==> src/rtl/tk1_spi_seq_pkg.sv <==
// Shared types for the tk1 SPI flash command sequencer: FSM states, byte phases,
// common flash opcodes and the phase-advance rule.
package tk1_spi_seq_pkg;

   typedef enum logic [3:0] {
      ST_IDLE,
      ST_CS_ON,
      ST_LOAD,
      ST_START,
      ST_WAIT,
      ST_RXOUT,
      ST_NEXT,
      ST_CS_OFF,
      ST_DONE
   } state_e;

   typedef enum logic [2:0] {
      PH_OPCODE,
      PH_ADDR2,
      PH_ADDR1,
      PH_ADDR0,
      PH_DUMMY,
      PH_DATA
   } phase_e;

   localparam logic [7:0] OP_READ       = 8'h03;
   localparam logic [7:0] OP_FAST_READ  = 8'h0B;
   localparam logic [7:0] OP_WREN       = 8'h06;
   localparam logic [7:0] OP_RDID       = 8'h9F;
   localparam logic [7:0] OP_RELEASE_PD = 8'hAB;

   typedef struct packed {
      phase_e phase;
      logic   more;
   } phase_step_t;

   // cnt_gt1 decides whether another DATA byte follows the one just finished.
   function automatic phase_step_t next_phase(input phase_e ph,
                                              input logic   addr_en,
                                              input logic   dummy,
                                              input logic   cnt_nz,
                                              input logic   cnt_gt1);
      phase_step_t s;
      s.phase = ph;
      s.more  = 1'b1;
      case (ph)
         PH_OPCODE: begin
            if (addr_en)     s.phase = PH_ADDR2;
            else if (dummy)  s.phase = PH_DUMMY;
            else if (cnt_nz) s.phase = PH_DATA;
            else             s.more  = 1'b0;
         end
         PH_ADDR2: s.phase = PH_ADDR1;
         PH_ADDR1: s.phase = PH_ADDR0;
         PH_ADDR0: begin
            if (dummy)       s.phase = PH_DUMMY;
            else if (cnt_nz) s.phase = PH_DATA;
            else             s.more  = 1'b0;
         end
         PH_DUMMY: begin
            if (cnt_nz) s.phase = PH_DATA;
            else        s.more  = 1'b0;
         end
         default: s.more = cnt_gt1;
      endcase
      return s;
   endfunction

endpackage

==> src/rtl/tk1_spi_seq_phase.sv <==
// Combinational byte select: picks the byte to shift out for the current phase.
module tk1_spi_seq_phase
   import tk1_spi_seq_pkg::*;
(
   input  phase_e      phase,
   input  logic [7:0]  opcode,
   input  logic [23:0] addr,
   output logic [7:0]  tx_byte
);

   always_comb begin
      case (phase)
         PH_OPCODE: tx_byte = opcode;
         PH_ADDR2:  tx_byte = addr[23:16];
         PH_ADDR1:  tx_byte = addr[15:8];
         PH_ADDR0:  tx_byte = addr[7:0];
         default:   tx_byte = 8'h00;
      endcase
   end

endmodule

==> src/rtl/tk1_spi_flash_seq.sv <==
// Flash command sequencer driving tk1_spi_master byte by byte.
// Optional dummy-byte phase is built only when TK1_SPI_SEQ_DUMMY_EN is defined.
module tk1_spi_flash_seq
   import tk1_spi_seq_pkg::*;
#(
   parameter int unsigned LEN_W = 8
)
(
   input  logic             clk,
   input  logic             reset_n,
   input  logic             fw_app_mode,
   input  logic             cmd_valid,
   output logic             cmd_ready,
   input  logic [7:0]       cmd_opcode,
   input  logic             cmd_addr_en,
   input  logic [23:0]      cmd_addr,
   input  logic             cmd_dummy,
   input  logic [LEN_W-1:0] cmd_len,
   output logic             rx_valid,
   input  logic             rx_ready,
   output logic [7:0]       rx_data,
   output logic             busy,
   output logic             done,
   output logic             spi_enable,
   output logic             spi_enable_vld,
   output logic             spi_start,
   output logic [7:0]       spi_tx_data,
   output logic             spi_tx_data_vld,
   input  logic             spi_ready,
   input  logic [7:0]       spi_rx_data
);

   state_e           state_q, state_d;
   phase_e           phase_q, phase_d;
   logic [7:0]       opcode_q, opcode_d;
   logic [23:0]      addr_q, addr_d;
   logic             addr_en_q, addr_en_d;
   logic             dummy_q;
   logic [LEN_W-1:0] cnt_q, cnt_d;
   logic             wait_armed_q, wait_armed_d;

   logic             spi_enable_q, spi_enable_d;
   logic             spi_enable_vld_q, spi_enable_vld_d;
   logic             spi_start_q, spi_start_d;
   logic [7:0]       spi_tx_data_q, spi_tx_data_d;
   logic             spi_tx_data_vld_q, spi_tx_data_vld_d;
   logic             rx_valid_q, rx_valid_d;
   logic [7:0]       rx_data_q, rx_data_d;
   logic             done_q, done_d;

   phase_step_t      step;
   phase_e           sel_phase;
   logic [7:0]       tx_byte;

`ifdef TK1_SPI_SEQ_DUMMY_EN
   logic dummy_d;
`else
   logic unused_cmd_dummy;
   assign unused_cmd_dummy = cmd_dummy;
   assign dummy_q          = 1'b0;
`endif

   assign step = next_phase(phase_q, addr_en_q, dummy_q,
                            cnt_q != '0, cnt_q > LEN_W'(1));

   // In NEXT the byte being loaded belongs to the phase we are advancing into.
   assign sel_phase = (state_q == ST_NEXT) ? step.phase : phase_q;

   tk1_spi_seq_phase u_phase (
      .phase   (sel_phase),
      .opcode  (opcode_q),
      .addr    (addr_q),
      .tx_byte (tx_byte)
   );

   assign cmd_ready = (state_q == ST_IDLE) && !fw_app_mode;

   always_comb begin
      // NOTE: every _d starts from a default so no branch can leave one unassigned and infer a latch.
      state_d           = state_q;
      phase_d           = phase_q;
      opcode_d          = opcode_q;
      addr_d            = addr_q;
      addr_en_d         = addr_en_q;
      cnt_d             = cnt_q;
      wait_armed_d      = wait_armed_q;
      spi_enable_d      = spi_enable_q;
      spi_enable_vld_d  = 1'b0;
      spi_start_d       = 1'b0;
      spi_tx_data_d     = spi_tx_data_q;
      spi_tx_data_vld_d = 1'b0;
      rx_valid_d        = rx_valid_q;
      rx_data_d         = rx_data_q;
      done_d            = 1'b0;
`ifdef TK1_SPI_SEQ_DUMMY_EN
      dummy_d           = dummy_q;
`endif

      // Outputs are set on the transition into the state that owns them.
      case (state_q)
         ST_IDLE: begin
            if (cmd_valid && cmd_ready) begin
               opcode_d         = cmd_opcode;
               addr_d           = cmd_addr;
               addr_en_d        = cmd_addr_en;
               cnt_d            = cmd_len;
               phase_d          = PH_OPCODE;
`ifdef TK1_SPI_SEQ_DUMMY_EN
               dummy_d          = cmd_dummy;
`endif
               spi_enable_d     = 1'b1;
               spi_enable_vld_d = 1'b1;
               state_d          = ST_CS_ON;
            end
         end
         ST_CS_ON: begin
            spi_tx_data_d     = tx_byte;
            spi_tx_data_vld_d = 1'b1;
            state_d           = ST_LOAD;
         end
         ST_LOAD: begin
            spi_start_d = 1'b1;
            state_d     = ST_START;
         end
         ST_START: begin
            wait_armed_d = 1'b0;
            state_d      = ST_WAIT;
         end
         ST_WAIT: begin
            if (!wait_armed_q) begin
               wait_armed_d = 1'b1;
            end else if (spi_ready) begin
               if (phase_q == PH_DATA) begin
                  rx_data_d  = spi_rx_data;
                  rx_valid_d = 1'b1;
                  state_d    = ST_RXOUT;
               end else begin
                  state_d = ST_NEXT;
               end
            end
         end
         ST_RXOUT: begin
            if (rx_ready) begin
               rx_valid_d = 1'b0;
               state_d    = ST_NEXT;
            end
         end
         ST_NEXT: begin
            if (phase_q == PH_DATA) cnt_d = cnt_q - LEN_W'(1);
            if (step.more) begin
               phase_d           = step.phase;
               spi_tx_data_d     = tx_byte;
               spi_tx_data_vld_d = 1'b1;
               state_d           = ST_LOAD;
            end else begin
               spi_enable_d     = 1'b0;
               spi_enable_vld_d = 1'b1;
               state_d          = ST_CS_OFF;
            end
         end
         ST_CS_OFF: begin
            done_d  = 1'b1;
            state_d = ST_DONE;
         end
         default: state_d = ST_IDLE;
      endcase
   end

   always_ff @(posedge clk) begin
      // NOTE: sequential state uses <= so every flop samples pre-edge values regardless of block order.
      if (!reset_n) begin
         state_q           <= ST_IDLE;
         phase_q           <= PH_OPCODE;
         // NOTE: captured command fields are reset too, keeping X out of the tx byte mux.
         opcode_q          <= '0;
         addr_q            <= '0;
         addr_en_q         <= 1'b0;
         cnt_q             <= '0;
         wait_armed_q      <= 1'b0;
         spi_enable_q      <= 1'b0;
         spi_enable_vld_q  <= 1'b0;
         spi_start_q       <= 1'b0;
         spi_tx_data_q     <= '0;
         spi_tx_data_vld_q <= 1'b0;
         rx_valid_q        <= 1'b0;
         rx_data_q         <= '0;
         done_q            <= 1'b0;
`ifdef TK1_SPI_SEQ_DUMMY_EN
         dummy_q           <= 1'b0;
`endif
      end else begin
         state_q           <= state_d;
         phase_q           <= phase_d;
         opcode_q          <= opcode_d;
         addr_q            <= addr_d;
         addr_en_q         <= addr_en_d;
         cnt_q             <= cnt_d;
         wait_armed_q      <= wait_armed_d;
         spi_enable_q      <= spi_enable_d;
         spi_enable_vld_q  <= spi_enable_vld_d;
         spi_start_q       <= spi_start_d;
         spi_tx_data_q     <= spi_tx_data_d;
         spi_tx_data_vld_q <= spi_tx_data_vld_d;
         rx_valid_q        <= rx_valid_d;
         rx_data_q         <= rx_data_d;
         done_q            <= done_d;
`ifdef TK1_SPI_SEQ_DUMMY_EN
         dummy_q           <= dummy_d;
`endif
      end
   end

   assign busy            = (state_q != ST_IDLE);
   assign done            = done_q;
   assign spi_enable      = spi_enable_q;
   assign spi_enable_vld  = spi_enable_vld_q;
   assign spi_start       = spi_start_q;
   assign spi_tx_data     = spi_tx_data_q;
   assign spi_tx_data_vld = spi_tx_data_vld_q;
   assign rx_valid        = rx_valid_q;
   assign rx_data         = rx_data_q;

endmodule

==> config.mk <==
export PLATFORM = sky130hd
export DESIGN_NAME = tk1_spi_flash_seq
export DESIGN_NICKNAME = d
export VERILOG_FILES = /design/src/rtl/tk1_spi_seq_pkg.sv /design/src/rtl/tk1_spi_seq_phase.sv /design/src/rtl/tk1_spi_flash_seq.sv
export SDC_FILE = /design/constraint.sdc
export NUM_CORES = 1
export LEC_CHECK = 0
export BUFFER_PORTS_ARGS = -buffer_cell sky130_fd_sc_hd__buf_2
export CAP_MARGIN = 20
export CORE_UTILIZATION = 25
export DETAILED_ROUTE_END_ITERATION = 8
export PLACE_DENSITY = 0.46
export SLEW_MARGIN = 25
export SYNTH_ARGS = -nofsm -noshare
export SYNTH_HDL_FRONTEND = slang
export SYNTH_HIERARCHICAL = 1
export SYNTH_SLANG_ARGS = --single-unit
==> constraint.sdc <==
create_clock -name clk -period 3.3 [get_ports clk]
set_input_delay 0.66 -clock clk [delete_from_list [all_inputs] [get_ports clk]]
set_output_delay 0.66 -clock clk [all_outputs]
set_load 0.05 [all_outputs]
==> run summary, run 1 <==
run status: completed
final global-route overflow total: 0
WP data arrival: 2.66 ns
initial antenna violation count: 0
Synth Register Bits: 71
DR pass1 iterations: 4
Resized Gates After CTS: 0
hold_buf cts: 0
DRC viols: 0
Seq/Total Area, Yosys: 39.82%
Initial Utilization: 25.72%
fillers: 1486
Rows: 43
CP cell instances: nor4_1 -> nand3_1 -> o21bai_1 -> a31o_2 -> mux2i_1 -> o22ai_1 -> nand2_1 -> mux2i_1
CP required: 3.50 ns
I/O pin count: 80
Total GRT Usage: 12.92%
Hold Path Class: flop to flop
startpoint types: flop
final antenna-violating net count: 0
Syn Inst Count: 412
NetSw: 585.1 µW
Worst Clk Skew: 0.005957 ns
Hold Fails Final Rpt: 0
Num CTS Buffers: 9
vias in the first global route: 2884
clock share of power: 45.4%
sequential cell fraction of total power: 40.7%
leading area contributor after synthesis: dfxtp_1
CTS tree: yes
synth top area cells: dfxtp_1 40%, nand2_1 10%, mux2i_1 9.5%
CP Capture Type: flop
Final nets: 536
Peak VDD IR: 0.2450 mV
power per cell area: 524.9 nW/µm²
Die Area: 14760 µm²
Most common cell on crit path: mux2i_1
WL final: 8942 µm
register area: 1421 µm²
setup TNS: 0 ns
Mapped Avg Cell Area: 8.664 µm²
CTS max path bufs: 2
Die Span X: 121.5 µm
most frequent cells in the layout: 98 x nand2_1, 78 x buf_2, 71 x dfxtp_1, 34 x mux2i_1, 24 x a21boi_1
Synth top area share: 39.82%
Slew headroom: 52.18%
Setup CP Type: flop to flop
Final Slew Violations: 0
initial drt markers: 162
core area: 13880 µm²
RSZ-0062 raised after global routing: no
Multi-input gate area: 1937 µm²
period utilization: 74.41%
Detailed Place HPWL: 6285 µm
clock insertion delay at the later pin of the skew report: 0.33 ns
Vias/cell: 4.617
Comb pwr share: 13.9%
Synth Warn #: 6
die extent in y: 121.5 µm
Max Fanout on Critical Path: 16
Switching Fraction: 25.57%
synth unique cells: 63
CTS H-tree lvls: 3
Synthesized Nets: 471
P_int: 1703 µW
number of port buffers: 78
leading cell type in the layout, fill and taps excluded: nand2_1
share of cells above drive strength 1: 25.36%
Post-CTS Repair Setup Buffers: 0
Slew @ Worst Pin: 0.7173 ns
Antenna Cells: 0
clk root buf: clkbuf_16
max_cap viols: 0
P_leak: 0.001693 µW
synthesis-to-layout area growth: 22.12%
routability cong.: 0.7439
clock sink count: 71
first-pass GRT wire length: 14600 µm
DR WL/cell: 13.53 µm
synthesized area: 3570 µm²
hold slack: 0.4502 ns
final setup vio count: 0
Final min period: 2.455 ns
Clock transition at path regs: 0.06 ns
slowest stage cell, crit path: a31o_2
pin count of the biggest net entering global routing: 42
vias post-DR: 3052
Synth Flop Type: dfxtp_1
Async S/R FF share, synth: 0%
CP max stage delay: 0.45 ns
Post-synth EDFFs: 0
fmax: 407.3 MHz
[path summary, 6_finish.rpt]
| check | startpoint | to | slack, ns | cells past startpoint |
|---|---|---|---|---|
| hold reg to reg | opcode_q[1] | opcode_q[1] | 0.45 | 2 |
| setup / recovery | cnt_q[2] | spi_tx_data[3] | 0.84 | 8 |
| hold / removal | opcode_q[1] | opcode_q[1] | 0.45 | 2 |
| setup reg to reg | cnt_q[2] | spi_tx_data[3] | 0.84 | 8 |
[cells in the mapped netlist, types with 2 or more instances]
cell type	count
clkbuf_1	12
a21oi_1	9
mux2i_1	34
a21boi_1	24
nor4_1	2
buf_2	8
a21boi_0	7
dfxtp_1	71
o21ai_0	12
nor3_1	7
buf_1	2
nand3_1	4
nand2b_1	6
nand2_2	3
and2_1	2
o22ai_1	9
inv_1	5
a21o_1	3
nor4b_1	3
a21boi_2	9
nor3b_1	2
nor2b_1	13
nand2_1	98
buf_6	6
ha_1	3
nor2_1	19
o211a_1	2
a211oi_1	2
[routing by layer]
layer  global-route usage (%)  vias up  routed length (µm)
li1                         -     1552                   -
met1                    16.57     1427                4350
met2                    20.42       59                4070
met3                    3.055       14                 339
met4                    5.787        0                 182
met5                        0        -                   0
[critical path, delay by kind of cell, from the launching register on]
kind             cells  cell delay, ns
AO/OA/AOI/OAI        3            0.82
multiplexers         2            0.42
AND/OR/NAND/NOR      3            0.72
flip-flops           1            0.35
[power groups by stage]
stage	combinational (µW)	sequential [µW]	clock [µW]
finish	318	931	1040
global route	354	938	1110
CTS	325	932	1070
detailed placement	324	950	0
global placement	319	949	0
floorplan	224	955	0
[sequential cells by signal, summed over array words and instances (netlist names), 3 cells and up]
register	flops
addr_q	24
cnt_q	8
opcode_q	8
phase_q	3
rx_data	8
spi_tx_data	8
state_q	4
[final cells by class]
class | count | area share, %
sequential | 71 | 32.61
multi-input combinational | 305 | 44.43
inverter | 5 | 0.4305
clock buffer | 12 | 5.654
clock inverter | 3 | 1.550
tap | 180 | 5.166
timing repair buffer | 85 | 10.16
[per-stage QoR]
step	total power (µW)	setup WS (ns)	util, %	area (µm²)	std cells
floorplan	1179	0.8720	-	3570	412
global placement	1268	0.6661	29.14	4045	646
detailed placement	1274	0.6459	29.14	4045	646
CTS	2327	0.8512	31.40	4359	661
global route	2402	0.6533	31.40	4359	661
finish	2288	0.8446	31.40	4359	661
[logic make-up after synthesis]
kind of cell	share of synthesized area [%]
AND/OR/NAND/NOR	23.06
AO/OA/AOI/OAI	20.29
flip-flops	39.82
buffers and inverters	5.924
multiplexers	9.849
adder cells (fa/ha/maj)	1.052
Note: power is estimated with default switching activity, not from simulation.
==> run 2, diff against run 1 <==
- PLACE_DENSITY: 0.46 -> 0.48
- clock period: 3.3 -> 2.2 ns (I/O delays scaled with it)
==> run 2 against run 1 <==
Net effect: register-to-register slack worse by 0.71 ns; hold slack worse by 0.11 ns; power rose by 45%; largest cell class unchanged; largest power group is now sequential cells.
==> run summary, run 2 (synthesis results as in run 1) <==
Slew @ Worst Pin: 0.6136 ns
Initial Utilization: 25.72%
Detailed Place HPWL: 6564 µm
Hold EP: addr_q[21]
share of cells above drive strength 1: 30.22%
clock sink count: 71
DR WL/cell: 13.38 µm
Peak VDD IR: 0.3291 mV
hold path cells: 3
max_cap viols: 0
Vias/cell: 4.539
leading cell type in the layout, fill and taps excluded: nand2_1
Setup CP Type: flop to flop
vias post-DR: 3100
Total GRT Usage: 12.40%
vias in the first global route: 2926
Worst Clk Skew: 0.008097 ns
die extent in y: 121.5 µm
WL final: 9141 µm
Hold Path Class: input pin to flop
Worst R2R Setup Slack: 0.13 ns
initial drt markers: 152
worst setup margin: 0.1312 ns
Rows: 43
run status: completed
post-placement setup slack: 0.02891 ns
r2r endpoint: cnt_q[2]
Antenna Cells: 0
Power, Total: 3319 µW
core area: 13880 µm²
DR pass1 iterations: 4
worst reg2reg path depth: 5
Slew headroom: 58.51%
CP Capture Type: flop
P_leak: 0.001806 µW
CTS max path bufs: 2
Final min period: 2.069 ns
CTS H-tree lvls: 3
routability cong.: 0.8246
most frequent cells in the layout: 98 x nand2_1, 78 x buf_2, 71 x dfxtp_1, 32 x mux2i_1, 25 x buf_4
Die Area: 14760 µm²
I/O pin count: 80
startpoint types: flop
Max Fanout on Critical Path: 10
WP data arrival: 2.29 ns
period utilization: 94.04%
Die Span X: 121.5 µm
launch point of the worst reg-to-reg path: state_q[1]
setup TNS: 0 ns
Hold Fails Final Rpt: 0
final setup vio count: 0
number of port buffers: 78
fmax: 483.4 MHz
DRC viols: 0
synthesis-to-layout area growth: 27.55%
max reg flops: 24
final global-route overflow total: 0
initial antenna violation count: 0
CTS tree: yes
first-pass GRT wire length: 14300 µm
power per cell area: 728.9 nW/µm²
min-delay src: cmd_addr[21]
Final nets: 557
CP required: 2.42 ns
pin count of the biggest net entering global routing: 34
Biggest register: addr_q
Final Slew Violations: 0
RSZ-0062 raised after global routing: no
Num CTS Buffers: 9
hold_buf cts: 0
Clock transition at path regs: 0.06 ns
clock insertion delay at the later pin of the skew report: 0.33 ns
final antenna-violating net count: 0
clk root buf: clkbuf_16
-- run 2: per-layer routing --
metal  global-route usage [%]  share of wire, %  routed length (µm)
met1                    16.33                50                4577
met2                    19.28                44                4033
met3                    2.914               4.2                 385
met4                    5.093               1.6                 144
met5                        0                 0                   0
-- run 2: final cells by class --
type                       count  area, µm²
inverter                       5      18.77
sequential                    71       1421
timing repair buffer         106      638.1
clock buffer                  10      239.0
tap                          180      225.2
fill                        1477       9328
multi-input combinational    305       1967
clock inverter                 6      43.79
-- run 2: worst max-delay path by stage --
stage                 from              to  slack, ns  depth (start not counted)
5_1_grt           cnt_q[4]  spi_tx_data[7]      0.005                          9
3_5_place_dp   fw_app_mode        cnt_q[1]       0.03                          6
6_report        state_q[1]        cnt_q[2]       0.13                          5
3_3_place_gp      cnt_q[7]  spi_tx_data[0]       0.04                          9
4_1_cts           cnt_q[7]  spi_tx_data[2]       0.02                          9
2_1_floorplan   state_q[2]  spi_tx_data[0]       0.09                         11
-- run 2: per-stage QoR --
step	hold WS, ns	cell area, µm²	cells	util, %
2_1_floorplan	0.4344	3572	412	-
3_3_place_gp	0.4434	4235	666	30.51
3_5_place_dp	0.4468	4235	666	30.51
4_1_cts	0.3289	4518	682	32.55
5_1_grt	0.3444	4553	683	32.80
6_report	0.3379	4553	683	32.80
-- run 2: report_power, final --
group / total, µW / switching, µW / internal (µW)
Sequential: 1390 / 40.8 / 1350
Combinational: 556 / 315 / 241
Clock: 1370 / 577 / 797
-- run 2: what timing repair did --
| item | CTS | global route |
|---|---|---|
| buffers inserted | 0 | 1 |
| setup endpoints to repair | 0 | 8 |
| resized for setup | 0 | 6 |
-- run 2: critical path: stages, from the launching register on --
cell and delay [ns]:
dfxtp_1 0.41, or4b_4 0.56, a211o_1 0.43, a21o_1 0.29, o21ai_0 0.18, a21boi_1 0.09
==> run 3, diff against run 2 <==
- ABC_AREA: default -> 1
==> run 3 against run 2 <==
Net effect: hold slack worse by 0.011 ns; first-iteration DRC count is 5.9% higher; non-clock buffer count is 2 lower; routed wire length up 4.0%; area after synthesis about the same; core utilization increased by 0.35 points; sequential cell count did not move; global-route usage rose by 1.4 points; register-to-register slack gained 0.07 ns; critical path depth increased by 9; critical path type unchanged; largest cell class unchanged.
==> run summary, run 3 <==
Design Area, Final: 4619 µm²
Seq/Total Area, Yosys: 39.79%
Switching Fraction: 34.62%
final antenna-violating net count: 0
first-pass GRT wire length: 16130 µm
Hold Path Class: input pin to flop
Peak VDD IR: 0.3762 mV
WL final: 9509 µm
CP max stage delay: 0.36 ns
slowest stage cell, crit path: dfxtp_1
Worst Clk Skew: 0.009147 ns
CTS max path bufs: 2
CTS H-tree lvls: 3
top cells by count, synth: 120 x nor2_1, 73 x nand2_1, 71 x dfxtp_1
CP cell instances: nor2_4 -> nand2_1 -> nor2_4 -> nand3_1 -> nand4_1 -> nand2_1 -> o21ai_2 -> buf_4 -> nand3_4 -> nor2_1 -> nor2_2 -> nand2_1 -> a21oi_2 -> nor2_1
max_cap viols: 0
period utilization: 90.85%
Slew @ Worst Pin: 0.7487 ns
Setup CP Type: flop to flop
Async S/R FF share, synth: 0%
Die Span X: 121.5 µm
fillers: 1538
dpl cell area: 4242 µm²
final setup vio count: 0
min-delay src: cmd_opcode[6]
Crit path buffers/inverters: 1
Final nets: 668
initial drt markers: 161
leading cell type in the layout, fill and taps excluded: nor2_1
Synth Register Bits: 71
initial antenna violation count: 0
die extent in y: 121.5 µm
DR pass1 iterations: 4
clock insertion delay at the later pin of the skew report: 0.33 ns
Slew headroom: 49.96%
Vias/cell: 4.397
hold slack: 0.3267 ns
Hold Fails Final Rpt: 0
Rows: 43
fmax: 500.3 MHz
run status: completed
vias post-DR: 3491
Final Slew Violations: 0
final global-route overflow total: 0
power per cell area: 867.5 nW/µm²
synth top area cells: dfxtp_1 40%, nor2_1 13%, nand2_1 7.7%
WP data arrival: 2.27 ns
Clock transition at path regs: 0.06 ns
clock sink count: 71
DRC viols: 0
CP required: 2.47 ns
Synth Flop Type: dfxtp_1
P_leak: 0.002129 µW
core area: 13930 µm²
Synthesized Nets: 576
share of cells above drive strength 1: 28.83%
NetSw: 1387 µW
clock share of power: 34.2%
Mapped Avg Cell Area: 6.909 µm²
launch point of the worst reg-to-reg path: cnt_q[3]
CP top delay family: simple AND/OR/NAND/NOR gates
clk root buf: clkbuf_16
Die Area: 14770 µm²
leading area contributor after synthesis: dfxtp_1
synthesis-to-layout area growth: 29.32%
pin count of the biggest net entering global routing: 44
Synth Warn #: 6
Num CTS Buffers: 9
most frequent cells in the layout: 118 x nor2_1, 78 x buf_2, 73 x nand2_1, 67 x dfxtp_1, 52 x inv_1
CTS tree: yes
Detailed Place HPWL: 6840 µm
max reg flops: 24
startpoint types: flop
Final min period: 1.999 ns
Synth top area share: 39.79%
sequential cell fraction of total power: 37.3%
vias in the first global route: 3457
P_int: 2620 µW
DR WL/cell: 11.98 µm
Syn Inst Count: 517
Max Fanout on Critical Path: 8
Most common cell on crit path: nand2_1
routability cong.: 0.8682
CP Capture Type: flop
I/O pin count: 80
Antenna Cells: 0
worst setup path startpoint: cnt_q[3]
number of port buffers: 78
synth unique cells: 36
Biggest register: addr_q
Initial Utilization: 25.64%
Comb pwr share: 28.6%
Total GRT Usage: 13.81%
Post-synth EDFFs: 0
top-count cell post-synth: nor2_1
synthesized area: 3572 µm²
## run 3: cell count changes in the layout (fill, tap and decap cells not counted), sizes merged, moves of 17 or more
cell	previous run	this run
a21boi	40	0
a21oi	11	28
inv	6	64
mux2i	34	0
nand2	101	78
nand3	4	40
nor2	20	132
o21ai	13	57
## run 3: path summary, 6_finish.rpt
path	to	slack, ns	cells past startpoint
setup / recovery	spi_tx_data[7]	0.20	14
hold / removal	opcode_q[6]	0.33	3
setup reg to reg	spi_tx_data[7]	0.20	14
hold reg to reg	rx_data[2]	0.44	2
## run 3: stage by stage
stage | worst slack (ns) | total power, µW | setup TNS, ns | util (%) | instances
6_report | 0.2014 | 4007 | 0 | 33.15 | 794
2_1_floorplan | 0.06950 | 2302 | 0 | - | 517
4_1_cts | 0.006815 | 4025 | 0 | 32.45 | 791
5_1_grt | -0.01168 | 4281 | -0.01168 | 33.15 | 794
3_5_place_dp | -0.05282 | 2611 | -0.1681 | 30.44 | 775
3_3_place_gp | -0.01915 | 2602 | -0.01915 | 30.44 | 775
## run 3: cells by family after synthesis
family	after synthesis	share of synthesized area, %
xor+xnor	2	0.4905
compound gates	95	15.13
simple gates	261	32.99
buf+inv	85	10.54
fa+ha+maj	3	1.051
flops	71	39.79
## run 3: worst min-delay path: cells and delay by family
family,cells,cell delay [ns]
buf+inv,1,0.07
simple gates,2,0.11
## run 3: layout make-up
type | instances | area, µm² | share of cell area [%]
Multi-Input combinational cell | 361 | 1828 | 39.57
Clock buffer | 9 | 225.2 | 4.875
Clock inverter | 7 | 55.05 | 1.192
Inverter | 62 | 236.5 | 5.119
Timing Repair Buffer | 104 | 623.1 | 13.49
Tap cell | 180 | 225.2 | 4.875
Sequential cell | 71 | 1426 | 30.88
## run 3: power by group through the flow
stage | Combinational (µW) | Sequential (µW) | Clock [µW]
global route | 1280 | 1510 | 1490
detailed placement | 1090 | 1520 | 0
floorplan | 718 | 1580 | 0
CTS | 1100 | 1490 | 1430
global placement | 1090 | 1520 | 0
finish | 1140 | 1490 | 1370
## run 3: per-layer routing
layer / up-vias / global-route usage [%] / routed length, µm
met3: 19 / 3.558 / 447
met5: - / 0 / 0
li1: 1829 / - / -
met1: 1546 / 17.21 / 4498
met4: 0 / 5.247 / 219
met2: 97 / 22.76 / 4343
## run 3: timing repair
action | 4_1_cts | 5_1_grt
gates cloned | 0 | 0
gates resized for setup | 1 | 19
pin swaps | 0 | 2
endpoints found under the setup margin | 8 | 8
setup buffers | 0 | 3
hold buffers | 0 | 0
